### config.mk
export PLATFORM = sky130hd
export DESIGN_NAME = fifo_stream_reader
export DESIGN_NICKNAME = d
export VERILOG_FILES = /design/src/rtl/fifo_stream_reader.sv
export SDC_FILE = /design/constraint.sdc
export NUM_CORES = 1
export LEC_CHECK = 0
export ABC_AREA = 1
export CORE_AREA = 2 2 65 67
export CTS_BUF_LIST = sky130_fd_sc_hd__clkbuf_8
export CTS_CLUSTER_DIAMETER = 50
export DETAILED_ROUTE_END_ITERATION = 7
export DIE_AREA = 0 0 67 69
export PLACE_DENSITY = 0.77
export SYNTH_ARGS = -nofsm -noshare
export SYNTH_HDL_FRONTEND = slang
export SYNTH_SLANG_ARGS = --single-unit
### constraint.sdc
create_clock -name rd_clk -period 2.2 [get_ports rd_clk]
set_clock_uncertainty 0.05 [all_clocks]
set_input_delay 0.66 -clock rd_clk [delete_from_list [all_inputs] [get_ports rd_clk]]
set_output_delay 0.66 -clock rd_clk [all_outputs]
set_load 0.05 [all_outputs]
### src/rtl/fifo_stream_reader.sv
// Pulls words from a registered-flag FIFO and presents them as a valid/ready stream.
// Latency: 3 cycles from the IDLE decision to the word sitting at the head of the output buffer.
// Backpressure: m_ready low fills the 2-entry buffer, and then no further FIFO read is issued.

module sync_fifo #(
    parameter int WIDTH = 8,
    parameter int DEPTH = 2,
    parameter int CNT_W = $clog2(DEPTH + 1),
    parameter int PTR_W = (DEPTH > 1) ? $clog2(DEPTH) : 1
) (
    input  logic             clk,
    input  logic             rst_n,
    input  logic             push_vld,
    input  logic [WIDTH-1:0] push_dat,
    input  logic             pop_rdy,
    output logic             pop_vld,
    output logic [WIDTH-1:0] pop_dat,
    output logic [CNT_W-1:0] count
);

    logic [WIDTH-1:0] mem_q [DEPTH];
    logic [WIDTH-1:0] mem_d [DEPTH];
    logic [PTR_W-1:0] wr_ptr_q, wr_ptr_d;
    logic [PTR_W-1:0] rd_ptr_q, rd_ptr_d;
    logic [CNT_W-1:0] cnt_q, cnt_d;
    logic             do_push;
    logic             do_pop;

    function automatic logic [PTR_W-1:0] ptr_next(input logic [PTR_W-1:0] p);
        return (p == PTR_W'(DEPTH - 1)) ? '0 : p + PTR_W'(1);
    endfunction

    // A push into a full FIFO is still accepted when the head leaves on the same edge.
    always_comb begin
        do_pop  = pop_rdy && (cnt_q != '0);
        do_push = push_vld && ((cnt_q != CNT_W'(DEPTH)) || do_pop);

        mem_d    = mem_q;
        wr_ptr_d = wr_ptr_q;
        rd_ptr_d = rd_ptr_q;
        cnt_d    = cnt_q;

        if (do_push) begin
            mem_d[wr_ptr_q] = push_dat;
            wr_ptr_d        = ptr_next(wr_ptr_q);
        end
        if (do_pop) begin
            rd_ptr_d = ptr_next(rd_ptr_q);
        end
        if (do_push && !do_pop) begin
            cnt_d = cnt_q + CNT_W'(1);
        end else if (do_pop && !do_push) begin
            cnt_d = cnt_q - CNT_W'(1);
        end
    end

    always_ff @(posedge clk or negedge rst_n) begin
        if (!rst_n) begin
            for (int i = 0; i < DEPTH; i++) begin
                mem_q[i] <= '0;
            end
            wr_ptr_q <= '0;
            rd_ptr_q <= '0;
            cnt_q    <= '0;
        end else begin
            mem_q    <= mem_d;
            wr_ptr_q <= wr_ptr_d;
            rd_ptr_q <= rd_ptr_d;
            cnt_q    <= cnt_d;
        end
    end

    // Stale entries stay in the array after a pop, so the head is gated to zero when empty.
    assign pop_vld = (cnt_q != '0);
    assign pop_dat = pop_vld ? mem_q[rd_ptr_q] : '0;
    assign count   = cnt_q;

endmodule

module fifo_stream_reader #(
    parameter int          DATA_WIDTH   = 8,
    parameter logic [15:0] WORD_CNT_RST = 16'h0000
) (
    input  logic                  rd_clk,
    input  logic                  rst_n,
    input  logic                  enable,
    input  logic                  buf_empty,
    input  logic [DATA_WIDTH-1:0] buf_out,
    output logic                  rd_en,
    output logic [DATA_WIDTH-1:0] m_data,
    output logic                  m_valid,
    input  logic                  m_ready,
    output logic [15:0]           word_cnt,
    output logic                  busy
);

    typedef enum logic [1:0] {
        IDLE = 2'd0,
        REQ  = 2'd1,
        CAPT = 2'd2
    } state_e;

    state_e      state_q, state_d;
    logic        rd_en_q, rd_en_d;
    logic        busy_q, busy_d;
    logic [15:0] word_cnt_q, word_cnt_d;
    logic [1:0]  occ;
    logic        cap_vld;
    logic        pop_hs;

    // Only one read is ever in flight, and a new one starts only once the previous
    // word has been captured, so the buffer cannot overflow.
    always_comb begin
        state_d = state_q;
        unique case (state_q)
            IDLE: begin
                if (enable && !buf_empty && (occ < 2'd2)) begin
                    state_d = REQ;
                end
            end
            REQ:     state_d = CAPT;
            CAPT:    state_d = IDLE;
            default: state_d = IDLE;
        endcase

        rd_en_d    = (state_d == REQ);
        busy_d     = (state_d != IDLE);
        word_cnt_d = pop_hs ? word_cnt_q + 16'd1 : word_cnt_q;
    end

    always_ff @(posedge rd_clk or negedge rst_n) begin
        if (!rst_n) begin
            state_q    <= IDLE;
            rd_en_q    <= 1'b0;
            busy_q     <= 1'b0;
            word_cnt_q <= WORD_CNT_RST;
        end else begin
            state_q    <= state_d;
            rd_en_q    <= rd_en_d;
            busy_q     <= busy_d;
            word_cnt_q <= word_cnt_d;
        end
    end

    // buf_out is valid during CAPT, so the capture happens on the edge leaving CAPT.
    assign cap_vld = (state_q == CAPT);
    assign pop_hs  = m_valid && m_ready;

    sync_fifo #(
        .WIDTH (DATA_WIDTH),
        .DEPTH (2)
    ) u_out_buf (
        .clk      (rd_clk),
        .rst_n    (rst_n),
        .push_vld (cap_vld),
        .push_dat (buf_out),
        .pop_rdy  (m_ready),
        .pop_vld  (m_valid),
        .pop_dat  (m_data),
        .count    (occ)
    );

    assign rd_en    = rd_en_q;
    assign busy     = busy_q;
    assign word_cnt = word_cnt_q;

endmodule

# ---- Yosys cells after proc, flatten, opt, wreduce, memory -nomap -nowiden
# Index checks and enable logic that the tools add are counted.
dict set report word_totals {
  register_bits 40
}
dict set report op_classes {
  addsub 5
  order_cmp 4
  n_eq_ne 4
  n_mux 13
  n_bitwise 2
  reduce_logical 15
}
# cell n
set ops {}
lappend ops {{$mux W8} 5}
lappend ops {{$add A16 B1 Y16 const B} 1}
lappend ops {{$bwmux W16} 1}
lappend ops {{$demux W8 S1} 1}
lappend ops {{$logic_and A1 B1 Y1} 7}
lappend ops {{$mux W2} 3}
lappend ops {{$reduce_bool A2 Y1} 3}
lappend ops {{$eq A2 B1 Y1 const B} 2}
lappend ops {{$ge A2 B2 Y1 const B} 2}
lappend ops {{$not A1 Y2} 2}
lappend ops {{$pmux W2 S2} 1}
lappend ops {{$logic_not A1 Y1} 3}
lappend ops {{$add A1 B1 Y1 const B} 2}
lappend ops {{$add A2 B1 Y2 const B} 1}
lappend ops {{$eq A2 B2 Y1 const B} 1}
lappend ops {{$logic_not A2 Y1} 1}
lappend ops {{$lt A2 B1 Y1 const B} 1}
lappend ops {{$lt A2 B2 Y1 const B} 1}
lappend ops {{$mux W1} 2}
lappend ops {{$ne A2 B2 Y1 const B} 1}
lappend ops {{$sub A2 B1 Y2 const B} 1}
lappend ops {{$logic_or A1 B1 Y1} 1}

# ---- Depth between registers and ports, before layout
dict set report depth {
  word_depth 8
  depth_mapped 8
  ltp_nobuf 8
}

# ---- By module
# From an unflattened synthesis, not the netlist that was laid out.
dict set report hier_totals {
  hier_cells 239
  area_unflattened_um2 2048.2
}
# mod instances cells_each area_each_um2 seq_area_each_um2
set by_module_without_submodules {}
lappend by_module_without_submodules {sync_fifo 1 123 1051.0 500.5}
lappend by_module_without_submodules {fifo_stream_reader 1 116 997.2 500.5}

# ---- Worst setup path after synthesis
# No wires, ideal clock.
dict set report synth_path {
  kind {reg2out}
  startpoint {reg u_out_buf.rd_ptr_q}
  endpoint {out m_data[0]}
  arrival_time_ps 1445
  t_required_ps 1490
  setup_slack_ps 45
  stages_incl_launch_ff 5
  cell_sequence {dfrtp_1 > buf_2 > clkinv_1 > nand2_1 > a21oi_1}
}
dict set report synth_via {
  elab_chain_cells 5
}
# item line_no
set synth_rtl {}
lappend synth_rtl {{from (decl)} 24} ;# logic [PTR_W-1:0] rd_ptr_q, rd_ptr_d;
lappend synth_rtl {{from (signal assigned)} 68} ;# rd_ptr_q <= rd_ptr_d;
lappend synth_rtl {{$not A1 Y2 (implied by the code)} 75} ;# assign pop_dat = pop_vld ? mem_q[rd_ptr_q] : '0;
lappend synth_rtl {{$mux W8 (implied by the code) (3 in series)} 75}
lappend synth_rtl {{$mux W8} 75}
lappend synth_rtl {{to (decl)} 90} ;# output logic [DATA_WIDTH-1:0] m_data,
# No other way between the ends. The select of a mux whose other input is x is not followed.

# ---- Worst setup path after layout
dict set report layout_path {
  startpoint {reg busy_q, in the netlist busy}
  endpoint {out busy}
}
# item line_no
set layout_rtl {}
lappend layout_rtl {{from (decl)} 105} ;# logic busy_q, busy_d;
lappend layout_rtl {{from (signal assigned)} 140} ;# busy_q <= busy_d;
lappend layout_rtl {{to (decl)} 94} ;# output logic busy
# No word-level cell between the ends.

==> flow_metrics.py <==
metrics = {
    "yosys": {
        "synth_fp_nets": 249,
        "async_flop_share_pct": 100.0,
        "synth.area.top_cells": "dfrtp_1, nand2_1, o21ai_2",
        "synth_top_cell_by_area": "dfrtp_1",
        "synthFlopType": "dfrtp_1",
        "ys_types": 22,
        "ys_seq_area_share_pct": 49.84,
        "syn_avg_cell_area_sq_um": 8.582,
        "ys_seq_elements": 40,
        "netlist.area_leader.share_pct": 49.84,
        "netlist_instances": 234,
        "yosysMostFrequentCell": "nand2_1",
        "synth_commonest_cells": "nand2_1, dfrtp_1, inv_1",
        "synth_edf_count": 0,
        "syn_area_sq_um": 2008,
        "ys_warn_count": 0,
    },
    "power": {
        "switching_share_pct": 43.56,
        "ir_drop_v": 0.0006510,
        "p_switching_mw": 1.577,
        "p_seq_share_pct": 32.0,
        "powerDensity_nw_per_um2": 1375,
        "p_comb_share_pct": 53.6,
        "internal_power_mw": 2.044,
        "p_leak_nw": 1.309,
        "p_clk_share_pct": 14.4,
        "totalPowerFinal_mw": 3.621,
    },
    "placed_design": {
        "hpwl_um": 2993,
        "dpl_worst_slack_ns": -0.1287,
        "port_buffers": 39,
        "gp_congestion": 0.8021,
    },
    "routing": {
        "wl_um": 4005,
        "drt_pass1_iterations": 4,
        "wire_per_inst_um": 12.03,
        "drt_iter0_markers": 123,
        "vias_per_cell": 4.820,
        "num_vias": 1605,
        "drc": 0,
        "ant_nets": 0,
    },
    "sta": {
        "slew_headroom_pct": 66.95,
        "slew_violations": 0,
        "period_minus_slack_ns": 2.135,
        "worstMarginPinSlew_ns": 0.4943,
        "fin_ws_ns": 0.06490,
        "fmax_mhz": 468.4,
        "hold_viol_final": 0,
        "rsz0062_at_grt": "no",
        "fin_crit_sh_pct": 97.05,
        "setup_tns_ns": 0,
        "fin_hold_ws_ns": 0.3500,
        "setup_viol": 0,
    },
    "run_status": {
        "status": "finished clean",
    },
    "critical_path": {
        "crit_slowest_cell": "clkdlybuf4s50_1",
        "worst-r2r-cell-count": 7,
        "path_delay_family": "buffers and inverters",
        "crit_chain": "clkdlybuf4s50_1",
        "slowest_delay_ns": 0.80,
        "endpoint_kind": "primary output",
        "worstPathMaxFanout": 1,
        "r2r_slack_ns": 0.52,
        "path_class": "reg -> out",
        "r2r-end": "u_out_buf.count[1]",
        "crit_buf_inv": 1,
        "arrival_ns": 1.43,
        "timing.critical_path.from_type": "flip-flop",
        "worst_ep_required_time_ns": 1.49,
        "r2r_start": "u_out_buf.count[1]",
    },
    "clock_tree": {
        "clk_latency_ns": 0.29,
        "clock_sinks": 40,
        "clockBufferDepth": 2,
        "cts_hold_buf": 0,
        "path_clk_slew_ns": 0.07,
        "cts_buffers": 5,
        "tritoncts": "done",
        "cts-root-buf": "clkbuf_8",
        "htreeDepth": 2,
    },
    "global_route": {
        "grt_use_total_pct": 19.80,
        "busiest_layer": "met2",
        "grt_use_met2_pct": 31.68,
        "grt_pass1_wl_um": 6969,
        "antenna_found_initial": 0,
        "groute.layer.met3.usage_pct": 5.057,
        "grt_use_met1_pct": 25.75,
        "grt_overflow": 0,
        "grt_max_degree": 41,
        "grt_pass1_vias": 1575,
    },
    "finish": {
        "num_antenna_cells": 0,
        "fillers": 330,
        "finalNetCount": 298,
        "drive_above_1_share_pct": 23.32,
        "area_delta_synth_final_pct": 31.09,
    },
    "floorplanning": {
        "fp.dieW_um": 67,
        "row_count": 23,
        "start_util_pct": 51.31,
        "ios": 40,
        "placeableCoreArea_sq_um": 3914,
        "die_y_um": 69,
        "dieArea_sq_um": 4623,
    },
    "worst_hold_path": {
        "min_path_type": "in -> async",
    },
    "flow_run": {
        "drv_cap": 0,
    },
}
[repair_timing]
action	CTS	global route
endpoints found under the setup margin	0	1
resized for setup	0	1
setup buffers	0	0
[worst max-delay path by stage]
stage	from	to	slack, ns	depth (start not counted)
global route	u_out_buf.rd_ptr_q	m_data[7]	0.0001	4
global placement	m_ready	u_out_buf.count[1]	-0.06	9
floorplan	u_out_buf.rd_ptr_q	m_data[0]	0.05	4
finish	busy	busy	0.06	1
CTS	rd_en	rd_en	0.05	1
detailed placement	m_ready	u_out_buf.count[1]	-0.13	9
[flip-flops by register name (all words and copies together), names as in the netlist]
register	flops
u_out_buf.mem_q	16
word_cnt	16
state_q	2
u_out_buf.count	2
busy	1
rd_en	1
u_out_buf.rd_ptr_q	1
u_out_buf.wr_ptr_q	1
[metrics by stage]
| step | cell area (sq um) | cells | utilization [%] |
|---|---|---|---|
| floorplan | 2008 | 234 | - |
| global placement | 2532 | 326 | 64.71 |
| detailed placement | 2532 | 326 | 64.71 |
| CTS | 2629 | 333 | 67.17 |
| global route | 2633 | 333 | 67.26 |
| finish | 2633 | 333 | 67.26 |
[cells in the final DEF (no fill, tap or decap)]
| cell | instances |
|---|---|
| nor2_4 | 2 |
| clkbuf_8 | 7 |
| nand4_1 | 3 |
| buf_2 | 1 |
| buf_4 | 22 |
| o21ai_0 | 6 |
| a21oi_1 | 9 |
| nand2_1 | 71 |
| xor2_1 | 3 |
| nor2_1 | 16 |
| a21oi_2 | 1 |
| nand3_1 | 11 |
| ha_1 | 2 |
| xnor2_1 | 7 |
| nand2_4 | 2 |
| nand2_2 | 1 |
| nand3_4 | 2 |
| nor3_1 | 3 |
| clkdlybuf4s50_1 | 13 |
| buf_12 | 10 |
| inv_4 | 1 |
| inv_2 | 1 |
| clkinv_1 | 1 |
| dfrtp_1 | 40 |
| inv_1 | 32 |
| o21ai_2 | 16 |
[area by class of cell]
| class | instances | area, sq um | area share [%] |
|---|---|---|---|
| clock buffer | 7 | 96.34 | 3.660 |
| inverter | 35 | 133.9 | 5.086 |
| multi-input combinational | 155 | 838.3 | 31.84 |
| sequential | 40 | 1001 | 38.02 |
| tap | 50 | 62.56 | 2.376 |
| timing repair buffer | 46 | 500.5 | 19.01 |
[per-layer routing]
layer,share of wire [%],vias to the layer above
met2,50,21
met4,1.3,0
met5,0,-
li1,-,828
met3,3.7,4
met1,45,752
[power by group through the flow]
stage	clock (mW)	combinational, mW	sequential (mW)
finish	0.522	1.94	1.16
detailed placement	0	1.95	1.17
floorplan	0	0.986	1.33
global route	0.569	2.07	1.19
global placement	0	1.92	1.16
CTS	0.534	1.96	1.16
[logic make-up (layout without fill, tap and decap cells)]
| kind of cell | after synthesis | count (layout) | synth area share [%] |
|---|---|---|---|
| AOI/OAI and AO/OA | 32 | 32 | 10.97 |
| xor gates and xnor gates | 10 | 10 | 4.362 |
| and+or+nand+nor | 111 | 111 | 24.98 |
| adders and majority gates | 2 | 2 | 1.246 |
| buffers and inverters | 39 | 88 | 8.598 |
| DFF | 40 | 40 | 49.84 |
Power figures use the tool's default switching activity.
